<file path="config.mk">
export PLATFORM = sky130hd
export DESIGN_NAME = paced_ring_fifo
export DESIGN_NICKNAME = d
export VERILOG_FILES = /design/src/rtl/paced_ring_fifo.sv
export SDC_FILE = /design/constraint.sdc
export NUM_CORES = 1
export LEC_CHECK = 0
export ABC_AREA = 1
export CAP_MARGIN = 20
export CELL_PAD_IN_SITES_DETAIL_PLACEMENT = 0
export CELL_PAD_IN_SITES_GLOBAL_PLACEMENT = 1
export CORE_MARGIN = 2
export CORE_UTILIZATION = 37
export DETAILED_ROUTE_END_ITERATION = 10
export DONT_BUFFER_PORTS = 1
export PLACE_DENSITY = 0.57
export SETUP_SLACK_MARGIN = 0.4
export SYNTH_ARGS = -nofsm -noshare
export SYNTH_HDL_FRONTEND = slang
export SYNTH_SLANG_ARGS = --single-unit
</file>
<file path="constraint.sdc">
create_clock -name clk_in -period 6.1 [get_ports clk_in]
set_clock_uncertainty 0.1 [all_clocks]
set_input_delay 0 -clock clk_in [delete_from_list [all_inputs] [get_ports clk_in]]
set_output_delay 0 -clock clk_in [all_outputs]
set_load 0.02 [all_outputs]
</file>
<file path="src/rtl/paced_ring_fifo.sv">
// paced_ring_fifo: circular-buffer FIFO with valid/ready on both sides and a
// programmable minimum idle gap between output beats.
//
// Ports:
//   clk_in          rising-edge clock
//   rst_in          asynchronous active-high reset
//   data_valid_in   producer word valid
//   data_in         producer word
//   ready_out       FIFO can accept a word (equals !full_out)
//   data_out        registered head word
//   data_valid_out  registered head-word valid
//   receiver_ready  consumer accepts data_out this cycle
//   full_out        count_out == DEPTH
//   empty_out       count_out == 0
//   almost_full_out count_out >= AF_THRESH
//   count_out       words held, including the one shown on data_out
//
// Optional: define PACED_FIFO_ERR_FLAGS_EN to add sticky overflow_out and
// underflow_out flags.
module paced_ring_fifo #(
  parameter int DEPTH      = 16,
  parameter int DATA_WIDTH = 64,
  parameter int GAP        = 0,
  parameter int AF_THRESH  = DEPTH - 2
) (
  input  logic                         clk_in,
  input  logic                         rst_in,
  input  logic                         data_valid_in,
  input  logic [DATA_WIDTH-1:0]        data_in,
  output logic                         ready_out,
  output logic [DATA_WIDTH-1:0]        data_out,
  output logic                         data_valid_out,
  input  logic                         receiver_ready,
  output logic                         full_out,
  output logic                         empty_out,
  output logic                         almost_full_out,
  output logic [$clog2(DEPTH+1)-1:0]   count_out
`ifdef PACED_FIFO_ERR_FLAGS_EN
  ,
  output logic                         overflow_out,
  output logic                         underflow_out
`endif
);

  localparam int PW = $clog2(DEPTH);
  localparam int CW = $clog2(DEPTH + 1);
  localparam int GW = (GAP > 0) ? $clog2(GAP + 1) : 1;
  localparam logic [PW-1:0] LAST_PTR = PW'(DEPTH - 1);
  localparam logic [CW-1:0] FULL_CNT = CW'(DEPTH);
  localparam logic [CW-1:0] AF_CNT   = CW'(AF_THRESH);
  localparam logic [GW-1:0] GAP_LOAD = (GAP > 0) ? GW'(GAP - 1) : '0;

  typedef enum logic [1:0] {StEmpty, StPresent, StCool} state_t;

  logic [DATA_WIDTH-1:0] mem [DEPTH];
  logic [PW-1:0]         wr_ptr, rd_ptr, wr_next, rd_next;
  logic [CW-1:0]         count_d;
  logic [GW-1:0]         gap_cnt;
  state_t                state;
  logic                  push, pop;

  assign ready_out = !full_out;
  assign push      = data_valid_in && ready_out;
  assign pop       = data_valid_out && receiver_ready;

  // Explicit wrap so non-power-of-two depths work.
  assign wr_next = (wr_ptr == LAST_PTR) ? '0 : wr_ptr + 1'b1;
  assign rd_next = (rd_ptr == LAST_PTR) ? '0 : rd_ptr + 1'b1;

  always_comb begin
    count_d = count_out;
    unique case ({push, pop})
      2'b10:   count_d = count_out + 1'b1;
      2'b01:   count_d = count_out - 1'b1;
      default: count_d = count_out;
    endcase
  end

  // Storage needs no reset; pointers and count define what is valid.
  always_ff @(posedge clk_in) begin
    if (push) begin
      mem[wr_ptr] <= data_in;
    end
  end

  always_ff @(posedge clk_in or posedge rst_in) begin
    if (rst_in) begin
      wr_ptr          <= '0;
      rd_ptr          <= '0;
      count_out       <= '0;
      full_out        <= 1'b0;
      empty_out       <= 1'b1;
      almost_full_out <= 1'b0;
      data_out        <= '0;
      data_valid_out  <= 1'b0;
      gap_cnt         <= '0;
      state           <= StEmpty;
    end else begin
      if (push) wr_ptr <= wr_next;
      if (pop)  rd_ptr <= rd_next;
      count_out       <= count_d;
      full_out        <= (count_d == FULL_CNT);
      empty_out       <= (count_d == '0);
      almost_full_out <= (count_d >= AF_CNT);

      case (state)
        StEmpty: begin
          // Count is always zero here, so the pushed word goes straight out.
          if (push) begin
            state          <= StPresent;
            data_valid_out <= 1'b1;
            data_out       <= data_in;
          end
        end
        StPresent: begin
          if (pop) begin
            if (GAP == 0) begin
              if (count_out > CW'(1)) begin
                data_out <= mem[rd_next];
              end else if (push) begin
                // Next word is being written this edge; bypass the array.
                data_out <= data_in;
              end else begin
                state          <= StEmpty;
                data_valid_out <= 1'b0;
              end
            end else begin
              state          <= StCool;
              data_valid_out <= 1'b0;
              gap_cnt        <= GAP_LOAD;
            end
          end
        end
        StCool: begin
          if (gap_cnt == '0) begin
            if (count_out != '0) begin
              state          <= StPresent;
              data_valid_out <= 1'b1;
              data_out       <= mem[rd_ptr];
            end else if (push) begin
              state          <= StPresent;
              data_valid_out <= 1'b1;
              data_out       <= data_in;
            end else begin
              state <= StEmpty;
            end
          end else begin
            gap_cnt <= gap_cnt - 1'b1;
          end
        end
        default: begin
          state          <= StEmpty;
          data_valid_out <= 1'b0;
        end
      endcase
    end
  end

`ifdef PACED_FIFO_ERR_FLAGS_EN
  always_ff @(posedge clk_in or posedge rst_in) begin
    if (rst_in) begin
      overflow_out  <= 1'b0;
      underflow_out <= 1'b0;
    end else begin
      if (data_valid_in && full_out) overflow_out <= 1'b1;
      if (receiver_ready && empty_out && (state == StEmpty)) underflow_out <= 1'b1;
    end
  end
`endif

endmodule

</file>
==> metrics.txt <==
status complete, no violations; Main synth FF type edfxtp_1; worst reg2reg endpoint data_out[19]$_DFFE_PP0P_; sw power 0.004761 W; share of the synthesized area in the top cell type 63.31%; GPL Wtd Cong 0.7147; required time of the critical path 6.63 ns; Synth Register Bits 1106; FMAX 0.2428 GHz; FFs w/ async S/R, synth 7.414%; # clock sinks 1106; met2 Use GR 36.30%; synth top area cells edfxtp_1 (63%), nand3_1 (9.3%), nand2_1 (8.1%); largest area contributor in the netlist edfxtp_1; Total Die Area 134200 um2; multi-input combinational cell area 12650 um2; Pre-antenna DRT Iters 5; fillers 12400; CP Launch Type flip-flop; Nets 4534; R2R cell count 12; sw frac 25.65%; first-pass GRT wire length 217.1 mm; CP startpoint rd_ptr[0]$_DFFE_PP0P_; die extent in y 366.3 um; Mapped Cells 4486; internal power 0.01380 W; H-tree Lvls 4; Clock Latency Late Sink 0.75 ns; CTS root buf clkbuf_16; Post-DRT Antenna Nets 0; Mapped Avg Cell Area 10.83 um2; R2R Path Start rd_ptr[0]$_DFFE_PP0P_; Core Area 129800 um2; Final setup viols 0; 1st-iter DRT viols 2574; final worst path period share 67.51%; Overflow after GRT 0; Die Span X 366.3 um; pin count of the biggest net entering global routing 175; R2R Setup Slk 1.98 ns; Initial Util 37.41%; Net Count, Synth 4564; sequential cell area 32800 um2; post-CTS setup buffer count 0; TritonCTS buffer count 131; most frequent cell after synthesis nand2_1; slack of the critical path 1.982 ns; Slew Viols, Final 0; CTS tree yes; Post-synth top cells nand2_1 (1054), edfxtp_1 (1024), nand3_1 (905); setup tns final 0 ns; Total Routing Usage GR 21.66%; Final Hold Fails 0; initial antenna violation count 18; Critical Path AT 4.65 ns; Yosys cell types 22; drt drc 0; routed wire length 146.7 mm; vias per cell 5.126; Max IR drop VDD 303.0 uV; Cell Area, Synth 48570 um2; vias in the first global route 31410; global route hottest layer met2; min cycle time layout 4.118 ns; Worst Max-Slew Pin Slew 1.123 ns; dpl ws 1.990 ns; non-filler cells, final 6309; routed len/inst 23.25 um; Area Growth Syn to Fin 13.52%; Top-Level Pins 142; HP Class in2reg; Design Power 0.01856 W; CP endpoint kind flip-flop; critical path class reg2reg; row count 132; detailed placement HPWL 69.35 mm; Global Route met1 Usage 29.34%; WHS Path Cells 1; combinational power share 10.3%; EDFF count, synth 1024; register area share after synthesis 67.54%; maximum clock insertion buffer count 3; Post-Place Cells 5996; crit path max fanout 71; Reg power frac 49.2%; clock slew at reported path FFs 0.06 ns; max cap viols 0; Slew headroom 25.12%; start point of the worst min-delay path data_in[44]; RSZ-0062 raised after global routing false; met3 usage 3.420%; synth warn 0; IO Port Bufs 0; layout cells sized above 1 5.943%; Worst setup endpoint data_out[19]$_DFFE_PP0P_; via count 32340; Clk pwr share 40.5%; pwr dens 336.7 nW/um2; P_leak 21.09 nW
## cell families after synthesis
| kind of cell | share of synthesized area (%) |
|---|---|
| flops | 67.54 |
| xor+xnor | 0.01804 |
| compound gates | 1.623 |
| fa+ha+maj | 0.2576 |
| simple gates | 23.77 |
| buf+inv | 6.793 |
## power by group through the flow
| stage | clock network (W) | logic [W] | registers, W |
|---|---|---|---|
| floorplan | 0 | 0.000988 | 0.00931 |
| global placement | 0 | 0.00178 | 0.00929 |
| detailed placement | 0 | 0.00180 | 0.00929 |
| CTS | 0.00771 | 0.00195 | 0.00914 |
| global route | 0.00800 | 0.00208 | 0.00918 |
| finish | 0.00753 | 0.00190 | 0.00913 |
## cell usage in the layout, fill, tap and decap left out
| cell type | Yosys | layout |
|---|---|---|
| xor2_1 | 1 | 1 |
| nand2_1 | 1054 | 1052 |
| a21oi_1 | 134 | 134 |
| inv_16 | 0 | 1 |
| clkbuf_1 | 161 | 42 |
| dlygate4sd3_1 | 0 | 68 |
| clkinv_8 | 0 | 3 |
| dfrtp_1 | 81 | 81 |
| dfstp_2 | 1 | 1 |
| bufinv_16 | 0 | 5 |
| o211ai_1 | 1 | 1 |
| clkinv_1 | 0 | 22 |
| ha_4 | 0 | 1 |
| diode_2 | 0 | 7 |
| inv_4 | 0 | 2 |
| edfxtp_1 | 1024 | 1024 |
| nand2_4 | 0 | 2 |
| clkinv_2 | 0 | 15 |
| ha_1 | 10 | 9 |
| o21ai_4 | 0 | 1 |
| buf_4 | 34 | 51 |
| inv_6 | 0 | 10 |
| clkbuf_16 | 0 | 136 |
| inv_8 | 0 | 2 |
| buf_12 | 0 | 12 |
| inv_1 | 529 | 526 |
| nand3_1 | 905 | 905 |
| or2_2 | 1 | 1 |
| nand3_4 | 0 | 1 |
| buf_16 | 0 | 2 |
| nor2_4 | 0 | 18 |
| nand3b_1 | 388 | 388 |
| clkbuf_8 | 0 | 7 |
| nor2_1 | 29 | 11 |
| nor3_1 | 4 | 4 |
| o21ai_0 | 22 | 21 |
## flip-flops by register name, indices dropped and copies added, names as in the netlist
name             cells
rd_ptr               4
almost_full_out      1
full_out             1
mem               1024
empty_out            1
wr_ptr               4
state                1
count_out            5
data_valid_out       1
data_out            64
## how the worst min path moves through the flow
stage                     slack, ns                 endpoint
after floorplan              -0.001      mem[0][0]$_DFFE_PP_
after global placement        -0.08  data_out[9]$_DFFE_PP0P_
after detailed placement      -0.08  data_out[9]$_DFFE_PP0P_
after CTS                      0.09     mem[8][43]$_DFFE_PP_
after global routing           0.15    mem[10][58]$_DFFE_PP_
final                          0.16     mem[3][44]$_DFFE_PP_
## timing repair
action | CTS | global route
hold buffers | 69 | 0
endpoints found under the setup margin | 0 | 0
resized for setup | 0 | 0
endpoints found under the hold margin | 1178 | 0
## per-stage QoR
stage	area, um2	hold WS, ns	util [%]
4_1_cts	55120	0.08865	42.46
3_5_place_dp	50320	-0.08250	38.77
6_report	55140	0.1608	42.47
2_1_floorplan	48570	-0.001131	-
3_3_place_gp	50280	-0.08177	38.73
5_1_grt	55130	0.1482	42.47
## critical path: stages, from the launching register on
cell and delay, ns:
dfrtp_1 0.53, ha_4 0.21, nand3_4 0.52, nand2_4 0.67
buf_4 0.46, buf_4 0.72, nand2_1 0.11, nand3_1 0.11
nand3_1 0.08, nand3_1 0.17, nand3_1 0.11, nand2_1 0.08
nand2_1 0.04
## cell type report
type,count,area share [%]
Clock buffer,185,6.633
Sequential cell,1106,59.49
Tap cell,1742,3.953
Timing Repair Buffer,133,2.464
Inverter,534,3.708
Clock inverter,52,0.7784
Multi-Input combinational cell,2550,22.94
Antenna cell,7,0.03177
## per-layer routing
layer | part of all wire, % | routed length (um)
met4 | 2.0 | 2943
met2 | 48 | 70930
met3 | 4.4 | 6399
met1 | 45 | 66320
met5 | 0.070 | 102
Power figures use the tool's default switching activity.
